--- src/rtl/act_pkg.sv ---
// ---------------------------------------------------------------------------
// act_pkg
// Types and helpers shared by the activation stage:
//   act_mode_e  - activation select (ReLU, leaky ReLU, clipped ReLU, identity)
//   act_state_e - pass control states (IDLE, RUN, DONE)
//   sat_hi/lo   - signed saturation bounds for a given output width
// ---------------------------------------------------------------------------
package act_pkg;

   typedef enum logic [1:0] {
      ACT_RELU  = 2'b00,
      ACT_LEAKY = 2'b01,
      ACT_CLIP  = 2'b10,
      ACT_IDENT = 2'b11
   } act_mode_e;

   typedef enum logic [1:0] {
      ST_IDLE = 2'b00,
      ST_RUN  = 2'b01,
      ST_DONE = 2'b10
   } act_state_e;

   // Largest value representable in a signed field of 'bits' bits.
   function automatic int sat_hi(input int bits);
      return (1 << (bits - 1)) - 1;
   endfunction

   // Smallest value representable in a signed field of 'bits' bits.
   function automatic int sat_lo(input int bits);
      return -(1 << (bits - 1));
   endfunction

endpackage

--- src/rtl/act_lane.sv ---
// ---------------------------------------------------------------------------
// act_lane
// Combinational per-element activation: rescale by arithmetic right shift,
// apply the selected activation, saturate to OUTBITS.
// Ports:
//   mode  in  2        activation select (act_mode_e encoding)
//   x     in  INBITS   signed input element
//   y     out OUTBITS  signed saturated result
// ---------------------------------------------------------------------------
module act_lane
   import act_pkg::*;
#(
   parameter int INBITS     = 8,
   parameter int OUTBITS    = 8,
   parameter int SHIFT      = 0,
   parameter int LEAK_SHIFT = 3,
   parameter int CLIP       = 6
) (
   input  logic [1:0]         mode,
   input  logic [INBITS-1:0]  x,
   output logic [OUTBITS-1:0] y
);

   localparam int HI       = sat_hi(OUTBITS);
   localparam int LO       = sat_lo(OUTBITS);
   // A ceiling above the output range behaves as the output maximum.
   localparam int CLIP_EFF = (CLIP > HI) ? HI : CLIP;

   localparam logic signed [INBITS-1:0] HI_V   = INBITS'(HI);
   localparam logic signed [INBITS-1:0] LO_V   = INBITS'(LO);
   localparam logic signed [INBITS-1:0] CLIP_V = INBITS'(CLIP_EFF);

   logic signed [INBITS-1:0] s;
   logic signed [INBITS-1:0] a;

   always_comb begin
      // NOTE: every variable gets a default before the case, so no path
      // leaves it unassigned and no latch is inferred.
      s = $signed(x) >>> SHIFT;
      a = s;
      case (act_mode_e'(mode))
         ACT_RELU:  a = (s < 0) ? '0 : s;
         ACT_LEAKY: a = (s < 0) ? (s >>> LEAK_SHIFT) : s;
         ACT_CLIP: begin
            if (s < 0)           a = '0;
            else if (s > CLIP_V) a = CLIP_V;
            else                 a = s;
         end
         default:   a = s;
      endcase

      // Saturate rather than truncate: the narrowing cast is only reached
      // once the value is known to fit.
      if (a > HI_V)      y = OUTBITS'(HI_V);
      else if (a < LO_V) y = OUTBITS'(LO_V);
      else               y = OUTBITS'(a);
   end

endmodule

--- src/rtl/activation_unit.sv ---
// ---------------------------------------------------------------------------
// activation_unit
// Multi-lane activation stage. Processes a SIZE-element signed vector LANES
// elements per cycle into a held, registered output vector.
// Ports:
//   clk      in  1               rising-edge clock
//   reset_n  in  1               asynchronous active-low reset
//   start    in  1               begin a pass (honoured in IDLE or DONE)
//   mode     in  2               activation select, latched on accepted start
//   x        in  SIZE*INBITS     input vector, element i at [i*INBITS +: INBITS]
//   y        out SIZE*OUTBITS    output vector, element i at [i*OUTBITS +: OUTBITS]
//   busy     out 1               high while a pass is running
//   done     out 1               high after a pass until the next accepted start
// ---------------------------------------------------------------------------
module activation_unit
   import act_pkg::*;
#(
   parameter int INBITS     = 8,
   parameter int OUTBITS    = 8,
   parameter int SHIFT      = 0,
   parameter int SIZE       = 10,
   parameter int LANES      = 1,
   parameter int LEAK_SHIFT = 3,
   parameter int CLIP       = 6
) (
   input  logic                      clk,
   input  logic                      reset_n,
   input  logic                      start,
   input  logic [1:0]                mode,
   input  logic [SIZE*INBITS-1:0]    x,
   output logic [SIZE*OUTBITS-1:0]   y,
   output logic                      busy,
   output logic                      done
);

   localparam int IDXW = $clog2(SIZE + LANES + 1);
   localparam int EW   = (SIZE > 1) ? $clog2(SIZE) : 1;

   act_state_e        state;
   act_mode_e         mode_q;
   logic [IDXW-1:0]   idx;

   logic [INBITS-1:0]  x_el    [SIZE];
   logic [OUTBITS-1:0] y_q     [SIZE];
   logic [INBITS-1:0]  lane_x  [LANES];
   logic [OUTBITS-1:0] lane_y  [LANES];
   logic [EW-1:0]      lane_idx[LANES];
   logic               lane_ok [LANES];

   for (genvar i = 0; i < SIZE; i++) begin : g_el
      assign x_el[i]                    = x[i*INBITS +: INBITS];
      assign y[i*OUTBITS +: OUTBITS]    = y_q[i];
   end

   // Steer elements idx..idx+LANES-1 onto the lanes; lanes past the end of
   // the vector in a partial final group are marked invalid.
   always_comb begin
      for (int l = 0; l < LANES; l++) begin
         lane_ok[l]  = (int'(idx) + l) < SIZE;
         lane_idx[l] = EW'(int'(idx) + l);
         lane_x[l]   = '0;
         if (lane_ok[l]) lane_x[l] = x_el[lane_idx[l]];
      end
   end

   for (genvar l = 0; l < LANES; l++) begin : g_lane
      act_lane #(
         .INBITS     (INBITS),
         .OUTBITS    (OUTBITS),
         .SHIFT      (SHIFT),
         .LEAK_SHIFT (LEAK_SHIFT),
         .CLIP       (CLIP)
      ) u_lane (
         .mode (mode_q),
         .x    (lane_x[l]),
         .y    (lane_y[l])
      );
   end

   // Control FSM with registered busy/done.
   always_ff @(posedge clk or negedge reset_n) begin
      // NOTE: state is updated with non-blocking assignments so every
      // register samples pre-edge values regardless of statement order.
      if (!reset_n) begin
         state  <= ST_IDLE;
         idx    <= '0;
         mode_q <= ACT_RELU;
         busy   <= 1'b0;
         done   <= 1'b0;
      end else begin
         case (state)
            ST_IDLE, ST_DONE: begin
               if (start) begin
                  state  <= ST_RUN;
                  idx    <= '0;
                  mode_q <= act_mode_e'(mode);
                  busy   <= 1'b1;
                  done   <= 1'b0;
               end
            end
            ST_RUN: begin
               // start is deliberately ignored here.
               if (int'(idx) + LANES >= SIZE) begin
                  state <= ST_DONE;
                  busy  <= 1'b0;
                  done  <= 1'b1;
               end else begin
                  idx <= idx + IDXW'(LANES);
               end
            end
            default: begin
               state <= ST_IDLE;
               busy  <= 1'b0;
               done  <= 1'b0;
            end
         endcase
      end
   end

   // Output vector: only the current group is written; everything else holds.
   always_ff @(posedge clk or negedge reset_n) begin
      // NOTE: y_q is a bank of individual flops (each read in parallel), not
      // a RAM, so it can and must be cleared by reset.
      if (!reset_n) begin
         for (int i = 0; i < SIZE; i++) y_q[i] <= '0;
      end else if (state == ST_RUN) begin
         for (int l = 0; l < LANES; l++) begin
            if (lane_ok[l]) y_q[lane_idx[l]] <= lane_y[l];
         end
      end
   end

endmodule
--- config.mk ---
export PLATFORM = sky130hd
export DESIGN_NAME = activation_unit
export DESIGN_NICKNAME = d
export VERILOG_FILES = /design/src/rtl/act_pkg.sv /design/src/rtl/act_lane.sv /design/src/rtl/activation_unit.sv
export SDC_FILE = /design/constraint.sdc
export NUM_CORES = 1
export LEC_CHECK = 0
export ABC_AREA = 1
export BUFFER_PORTS_ARGS = -buffer_cell sky130_fd_sc_hd__buf_2
export CAP_MARGIN = 40
export CORE_MARGIN = 10
export CORE_UTILIZATION = 30
export CTS_BUF_LIST = sky130_fd_sc_hd__clkbuf_2
export CTS_CLUSTER_DIAMETER = 40
export DETAILED_ROUTE_END_ITERATION = 8
export PLACE_DENSITY_LB_ADDON = 0.3
export SYNTH_ARGS = -nofsm -noshare
export SYNTH_HDL_FRONTEND = slang
export SYNTH_SLANG_ARGS = --single-unit
--- constraint.sdc ---
create_clock -name clk -period 1.7 [get_ports clk]
set_input_delay 0.085 -clock clk [delete_from_list [all_inputs] [get_ports clk]]
set_output_delay 0.085 -clock clk [all_outputs]
set_load 0.005 [all_outputs]
# Word-level counts from Yosys, hierarchy flattened
# Index checks and enable logic that the tools add are counted.
[totals]
input_bits = 85
register_bits = 90
output_inout_bits = 82
wordCells = 68
[classes]
addsub = 2
eq_ne = 7
magnitude_cmp = 8
n_reduce_logical = 9
mux = 26
bitwise_logic = 1
[ops]
columns = ["cell", "n"]
rows = [
  ["$bwmux W80", 1],
  ["$mux W8", 9],
  ["$bmux W8 S4", 1],
  ["$demux W8 S4", 1],
  ["$pmux W8 S3", 1],
  ["$gt A8 B4 Y1 const B", 1],
  ["$gt A8 B8 Y1 const B", 1],
  ["$lt A8 B1 Y1 const B", 1],
  ["$lt A8 B8 Y1 const B", 1],
  ["$mux W4", 2],
  ["$pmux W4 S2", 1],
  ["$mux W7", 1],
  ["$ne A2 B2 Y1 const B", 3],
  ["$reduce_and A2 Y1", 3],
  ["$add A4 B1 Y5 const B", 1],
  ["$ge A5 B4 Y1 const B", 1],
  ["$ge A5 B5 Y1 const B", 1],
  ["$lt A5 B1 Y1 const B", 1],
  ["$not A4 Y5", 1],
  ["$add A4 B1 Y4 const B", 1],
  ["$eq A2 B1 Y1 const B", 2],
  ["$eq A2 B2 Y1 const B", 2],
  ["$logic_not A2 Y1", 2],
  ["$lt A4 B4 Y1 const B", 1],
  ["other kinds (8)", 13],
]

# Longest topological paths before layout
# Gate-level depths: netlist of the first run.
[depth]
word_depth = 13
depth_mapped = 17
mapped_depth_nobuf = 15

# Cells and area by module
# From an unflattened synthesis of the first run, not the netlist that was laid out.
[hier_totals]
hier_cells = 620
hier_area_um2 = 4857.2
[modules_own_cells]
columns = ["module", "area_each_um2", "cells_each", "instances", "seq_area_each_um2"]
rows = [
  ["activation_unit", 4673.2, 579, 1, 2227.1],
  ["act_lane", 183.9, 41, 1, 0.0],
]

# Worst setup path after synthesis of the first run
# Ideal clock, no wire load.
[synth_timing]
path_kind = "reg2reg"
start = "register idx[1]"
end = "register idx[3]"
n_path_buf = 2
arrival_time_ps = 1711
path_stages_with_launch = 12
period_less_slack_ps = 1794
setup_time_ps = 83
path_slack_ps = -94
t_required_ps = 1617
path_cell_list = "dfrtp_1 buf_6 inv_2 buf_4 ha_1 o31ai_1 nand3_1 inv_1 nor2_1 inv_1 nand3_1 o21ai_0"
[synth_via]
elab_chain_len = 4
elab_cells_between_ends = 7
cone_classes = "2 x add/sub; 1 x order compare; 1 x eq/ne; 2 x mux; 1 x reduce/logical"
[synth_rtl]
columns = ["element", "line_no", "source"]
rows = [
  ["from (decl)", "activation_unit.sv:41", "logic [IDXW-1:0] idx;"],
  ["from (signal assigned)", "activation_unit.sv:108", "idx <= idx + IDXW'(LANES);"],
  ["$add A4 B1 Y5", "activation_unit.sv:103", "if (int'(idx) + LANES >= SIZE) begin"],
  ["$ge A5 B4 Y1", "activation_unit.sv:103", ""],
  ["$ne A2 B2 Y1 (no source line)", "-", ""],
  ["$reduce_and A3 Y1 (no source line)", "-", ""],
]
# Several ways; a longest one is shown, not always the timed one. The select of a mux whose other input is x is not followed.
# A chain may end at the register's enable or synchronous reset.

# Worst setup path after layout of the first run
[layout_timing]
start = "register idx[0]"
end = "register y_q (netlist bit y[57])"
[layout_via]
elab_chain_len = 13
elab_cells_between_ends = 24
cone_classes = "7 x order compare; 14 x mux; 1 x bitwise; 2 x reduce/logical"
[layout_rtl]
columns = ["element", "line_no", "source"]
rows = [
  ["$not A4 Y5 (implied by the code)", "activation_unit.sv:62, activation_unit.sv:128", ""],
  ["$bmux W8 S4", "activation_unit.sv:62", "if (lane_ok[l]) lane_x[l] = x_el[lane_idx[l]];"],
  ["$mux W8 (implied by the code) (2 in series)", "activation_unit.sv:62", ""],
  ["$mux W8", "activation_unit.sv:62", ""],
  ["$gt A8 B4 Y1", "act_lane.sv:46", "else if (s > CLIP_V) a = CLIP_V;"],
  ["$mux W8", "act_lane.sv:46", ""],
  ["$mux W8", "act_lane.sv:45", "if (s < 0) a = '0;"],
  ["$pmux W8 S3", "act_lane.sv:41", "case (act_mode_e'(mode))"],
  ["$lt A8 B8 Y1", "act_lane.sv:55", "else if (a < LO_V) y = OUTBITS'(LO_V);"],
  ["$mux W8", "act_lane.sv:55", ""],
  ["$mux W8", "act_lane.sv:54", "if (a > HI_V) y = OUTBITS'(HI_V);"],
  ["$bwmux W80", "activation_unit.sv:128", "if (lane_ok[l]) y_q[lane_idx[l]] <= lane_y[l];"],
  ["to (signal, indexed assignment)", "activation_unit.sv:128", ""],
  ["to (decl)", "activation_unit.sv:44", "logic [OUTBITS-1:0] y_q [SIZE];"],
]
# Several ways; a longest one is shown, not always the timed one. The select of a mux whose other input is x is not followed.

==> results of run 1 <==
==> registers in the layout, indices dropped and copies added, names as in the netlist <==
| register | count |
|---|---|
| busy | 1 |
| done | 1 |
| idx | 4 |
| mode_q | 2 |
| state | 1 |
| y | 80 |
==> kinds of logic after synthesis <==
logic type / synth area share
flops: 0.465
xor+xnor: 0.00183
buf+inv: 0.0923
compound gates: 0.0615
simple gates: 0.368
fa+ha+maj: 0.0105
==> worst max-delay path: stages, from the launching register on <==
cell	delay, ps
dfrtp_2	560
inv_6	90
clkbuf_16	170
buf_4	130
o21ai_1	150
a21oi_2	90
nor2_1	170
nand2_1	100
nor2_2	130
nand2_2	80
nand3_4	190
nand2_8	100
nand2_2	80
nand2_2	40
==> stage by stage <==
step	TNS, ps	util	setup slack, ps	std cells
2_1_floorplan	-384	-	-22.5	685
6_report	-29120	0.471	-487	1156
3_5_place_dp	-20340	0.403	-349	1111
4_1_cts	-23330	0.432	-387	1141
5_1_grt	-40150	0.471	-637	1156
3_3_place_gp	-18180	0.403	-321	1111
==> layer usage <==
layer	wire (um)	vias up
met1	7330	2395
met4	243	0
met2	9210	96
met3	672	18
met5	0	-
li1	-	2598
==> final cells by class <==
type	instances	area share
clock buffers	10	0.00673
clock inverters	6	0.0109
inverters	76	0.0397
multi-input cells	497	0.361
flip-flops and latches	89	0.300
well taps	216	0.0364
repair buffers	262	0.245
==> repair_timing <==
item / in CTS / in global routing
hold buffers: 5 / 1
gates resized for setup: 60 / 135
setup endpoints to repair: 86 / 87
buffers inserted: 5 / 12
hold endpoints to repair: 97 / 2
gates cloned: 4 / 4
pin swaps: 9 / 49
==> worst min path at each step <==
| stage | startpoint | to | slack (ps) | cells past startpoint |
|---|---|---|---|---|
| final | x[8] | y[72] | 270 | 7 |
| after global routing | x[8] | y[48] | 250 | 7 |
| after CTS | reset_n | y[79] | 10 | 3 |
| after detailed placement | reset_n | y[69] | 50 | 1 |
| after global placement | reset_n | y[37] | 60 | 1 |
| after floorplan | reset_n | busy | -210 | 0 |
==> cells in the final DEF (no fill, tap or decap), types with 16 or more instances in the layout <==
cell type,n
nand2_1,290
dfrtp_1,86
o21ai_0,16
nor2_1,26
nand2_2,38
inv_1,68
buf_2,165
buf_4,63
nand3_1,20
nand2_4,17
==> report_power, final <==
group	total [uW]	switching, uW	internal, uW
Combinational	9610	5310	4300
Clock	1220	731	487
Sequential	3660	644	3020
==> reports/metrics.cfg, run 1 <==
[global_routing]
busiest_layer = met2
gr-total-overflow = 0
grtUsageTotal = 0.155
antenna_found_initial = 0
grt_max_degree = 32
use_met3 = 0.0349
grt_pass1_vias = 5261
met2_usage = 0.288
met1_usage = 0.175
grt_pass1_wl_um = 27000

[sta]
fin_crit_ps = 2190
skew_ps = 30.1
hold_viol_final = 0
fin_crit_sh = 1.29
worstMarginPinSlew_ps = 430
max_clock_freq_mhz = 457
setup_viol = 87
rsz0062_at_grt = true
fin_ws_ps = -487
drv_slew = 0
slew_headroom = 0.713
whs_ps = 270

[detailed_routing]
drt_iter0_drc = 213
wl_um = 17500
vias = 5107
antenna_left = 0
wl_per_cell_um = 15.1
dr.pass1.iters = 5
vias_per_cell = 4.42
drc = 0

[placed_design]
portBuffers = 166
dp_hpwl_um = 12800
routabilityCongestion = 0.820
placed_area_mm2 = 0.00635

[synthesis]
ys_seq_area_frac = 0.465
synth_most_common_cell = nand2_1
synth_top_area_cell = dfrtp_1
yosysTopAreaCellShare = 0.465
synth.top_cells.by_count = 338 x nand2_1, 89 x dfrtp_1, 72 x inv_1, 44 x o21ai_0, 41 x nor2_1
avgSynthCellArea_um2 = 6.98
synth_edf_count = 0
yosys_register_bits = 89
syn_area_mm2 = 0.00478
syn-num-nets = 774
async_flop_share = 1.00
synth_cell_type_count = 27
yosys_warnings = 0
syn_inst = 685
synth_area_leaders = dfrtp_1 47%, nand2_1 27%, inv_1 5.6%, o21ai_0 4.6%, nand3_1 3.8%
ys.flop_type = dfrtp_1

[power_and_ir_drop]
total_power_uw = 14500
leakagePower_uw = 0.00417
peakVddDrop_mv = 0.741
powerDensity_mw_per_mm2 = 1950

[worst_setup_path]
required_ps = 2140
worstReg2RegStart = idx[0]
critPathCapture = y[57]
r2r-end = y[57]
arrival_ps = 2630
cp_max_fo = 8
r2r_cells = 13
critPathLaunchType = flop
critical_path_class = reg -> reg
crit_path_end_kind = flop
reg2reg_setup_slack_ps = -490
crit_start = idx[0]

[finish]
seqCellArea_mm2 = 0.00223
drive_gt1_frac = 0.430
num_antenna_cells = 0
multi_input_area_mm2 = 0.00269
fin_area_mm2 = 0.00743
area_growth_pct = 55.4
final_nets = 1024
fill_cells = 1618

[run_status]
status = complete, but fails checks
failed_checks = negative setup slack

[floorplan]
rows = 46
core_mm2 = 0.0158
start_util = 0.303
die_h_um = 146
die_w_um = 146
dieArea_mm2 = 0.0214
io_pins = 167

[clock_tree]
path_clk_slew_ps = 250
cts-root-buf = clkbuf_2
htree_levels = 3
cts_tree = done
insertion_delay_ps = 540
cts_made_buffers = 9
cts_buffer_depth = 2
clkSinkCount = 89

[hold_path]
min_path_type = in -> reg

[job]
maxCapViolCount = 0

(Power assumes the default switching activity.)
==> run 2, diff against run 1 <==
CORE_ASPECT_RATIO = 1.75   (was unset)
CORE_UTILIZATION = 25   (was 30)
==> reports/metrics.cfg, run 2 (synthesized netlist as in run 1, its figures left out) <==
[run_status]
status = complete, but fails checks
failed_checks = negative setup slack

[detailed_routing]
wl_per_cell_um = 15.5
drc = 0
antenna_left = 0
vias_per_cell = 4.27
wl_met1_um = 6590
top_layer_used = met4
vias = 4961
wl_met3_um = 909
wl_um = 18000
met2_length_um = 10100
dr.pass1.iters = 4
drt_iter0_drc = 214

[floorplan]
rows = 66
dieArea_mm2 = 0.0253
core_mm2 = 0.0187
start_util = 0.255
die_w_um = 125
die_h_um = 203
io_pins = 167

[power_and_ir_drop]
pwr-share-seq = 0.264
p_int_uw = 7260
peakVddDrop_mv = 0.768
p_sw_uw = 6480
swShare = 0.472
powerDensity_mw_per_mm2 = 1900
power_frac_comb = 0.660
leakagePower_uw = 0.00400
p_clk_frac = 0.076

[sta]
skew_ps = 24.8
hold_viol_final = 0
fin_crit_ps = 2110
fin_crit_sh = 1.24
max_clock_freq_mhz = 475
setup_viol = 80
rsz0062_at_grt = true
worstMarginPinSlew_ps = 396
fin_ws_ps = -407
slew_headroom = 0.735
drv_slew = 0
whs_ps = 278

[worst_setup_path]
path_common_cell = nand2_1
critPathLaunchType = flop
crit_path_end_kind = flop
critical_path_class = reg -> reg
cpPeakStageDelay_ps = 520
crit_chain = buf_12, buf_12, nor2_4, nor2_1, nand2_1, nand2_1, nand2_1, nand2_2, nor2_2, nand2_1, nor2_1, nand2_1, nand3_4, nand2_4, nand2_1, nand2_1
crit_slowest_cell = dfrtp_2
arrival_ps = 2570
path_buf_inv = 2
critPathTopFamily = simple AND/OR/NAND/NOR gates
required_ps = 2160
cp_max_fo = 6

[finish]
fill_cells = 1988
layout_commonest_cell = nand2_1
largest_reg_flops = 80
area_growth_pct = 51.3
drive_gt1_frac = 0.407
final_nets = 1006
final_cell_mix = 288 x nand2_1, 165 x buf_2, 86 x dfrtp_1

[clock_tree]
path_clk_slew_ps = 240
cts_buffer_depth = 2
insertion_delay_ps = 560
cts_made_buffers = 9
htree_levels = 3
cts_tree = done
cts-root-buf = clkbuf_2
clkSinkCount = 89

[global_routing]
grt_pass1_vias = 5000
antenna_found_initial = 1
gr-total-overflow = 0
grt_pass1_wl_um = 27100
grt_max_degree = 33
grtUsageTotal = 0.132

[hold_path]
min_path_type = in -> reg

[placed_design]
routabilityCongestion = 0.831
portBuffers = 166
dp_hpwl_um = 13200
dp_slack_ps = -404

[job]
maxCapViolCount = 0

-- run 2: changes by cell type in the layout (fill, tap and decap cells not counted), sizes merged --
cell / change
clkinv: +2
clkbuf: -1
dlygate4sd3: +2
bufinv: -1
clkinvlp: +2
inv: -2
buf: -20
diode: +1
-- run 2: through the flow --
stage | cells | util | cell area [um^2] | TNS [ps] | total power [uW]
final | 1161 | 0.386 | 7240 | -23530 | 13700
after detailed placement | 1116 | 0.336 | 6290 | -23550 | 10700
after CTS | 1147 | 0.357 | 6690 | -21630 | 12500
after floorplan | 685 | - | 4820 | -384 | 7200
after global placement | 1116 | 0.336 | 6290 | -20610 | 10600
after global routing | 1161 | 0.386 | 7240 | -34420 | 14900
-- run 2: worst paths after layout --
check	start	end	slack (ps)	cells after the start
worst max register to register	idx[0]	y[33]	-410	16
worst min register to register	state[0]	busy	480	1
max in group asynchronous	reset_n	y[78]	870	4
worst min-delay path	x[65]	y[41]	280	10
worst max-delay path	idx[0]	y[33]	-410	16
min in group asynchronous	reset_n	y[54]	570	4
-- run 2: final cells by class --
cell class	count	area, um^2	area share
antenna	1	2.50	0.000346
clock buffer	9	45.0	0.00622
clock inverter	7	61.3	0.00847
inverter	76	305	0.0422
multi-input combinational	497	2590	0.358
sequential	89	2230	0.308
tap	238	298	0.0411
timing repair buffer	244	1700	0.235
-- run 2: repair_timing --
item	in CTS	in global routing
setup buffers	4	7
resized for setup	38	122
hold buffers	8	0
endpoints found under the setup margin	87	87
endpoints found under the hold margin	94	0
gates cloned	3	7
pin swaps	3	65
-- run 2: worst min-delay path, stage by stage --
cell and delay (ps):
buf_2 80, nand2_1 40, nand2_1 50, nand2_1 60, nand3_2 110, a21oi_2 70, buf_4 150, nand2_8 90
nand2_2 40, nand2_1 50
-- run 2: metal layers --
| metal | track usage | up-vias |
|---|---|---|
| met1 | 0.134 | 2252 |
| met4 | 0.0355 | 0 |
| met3 | 0.0336 | 24 |
| met5 | 0 | - |
| met2 | 0.259 | 134 |
| li1 | - | 2551 |
-- run 2: power by group through the flow --
| stage | logic (uW) | clock network (uW) | registers [uW] |
|---|---|---|---|
| detailed placement | 7010 | 0 | 3660 |
| finish | 9070 | 1040 | 3630 |
| global placement | 6980 | 0 | 3650 |
| CTS | 7770 | 1080 | 3630 |
| global route | 9970 | 1170 | 3740 |
| floorplan | 3580 | 0 | 3620 |
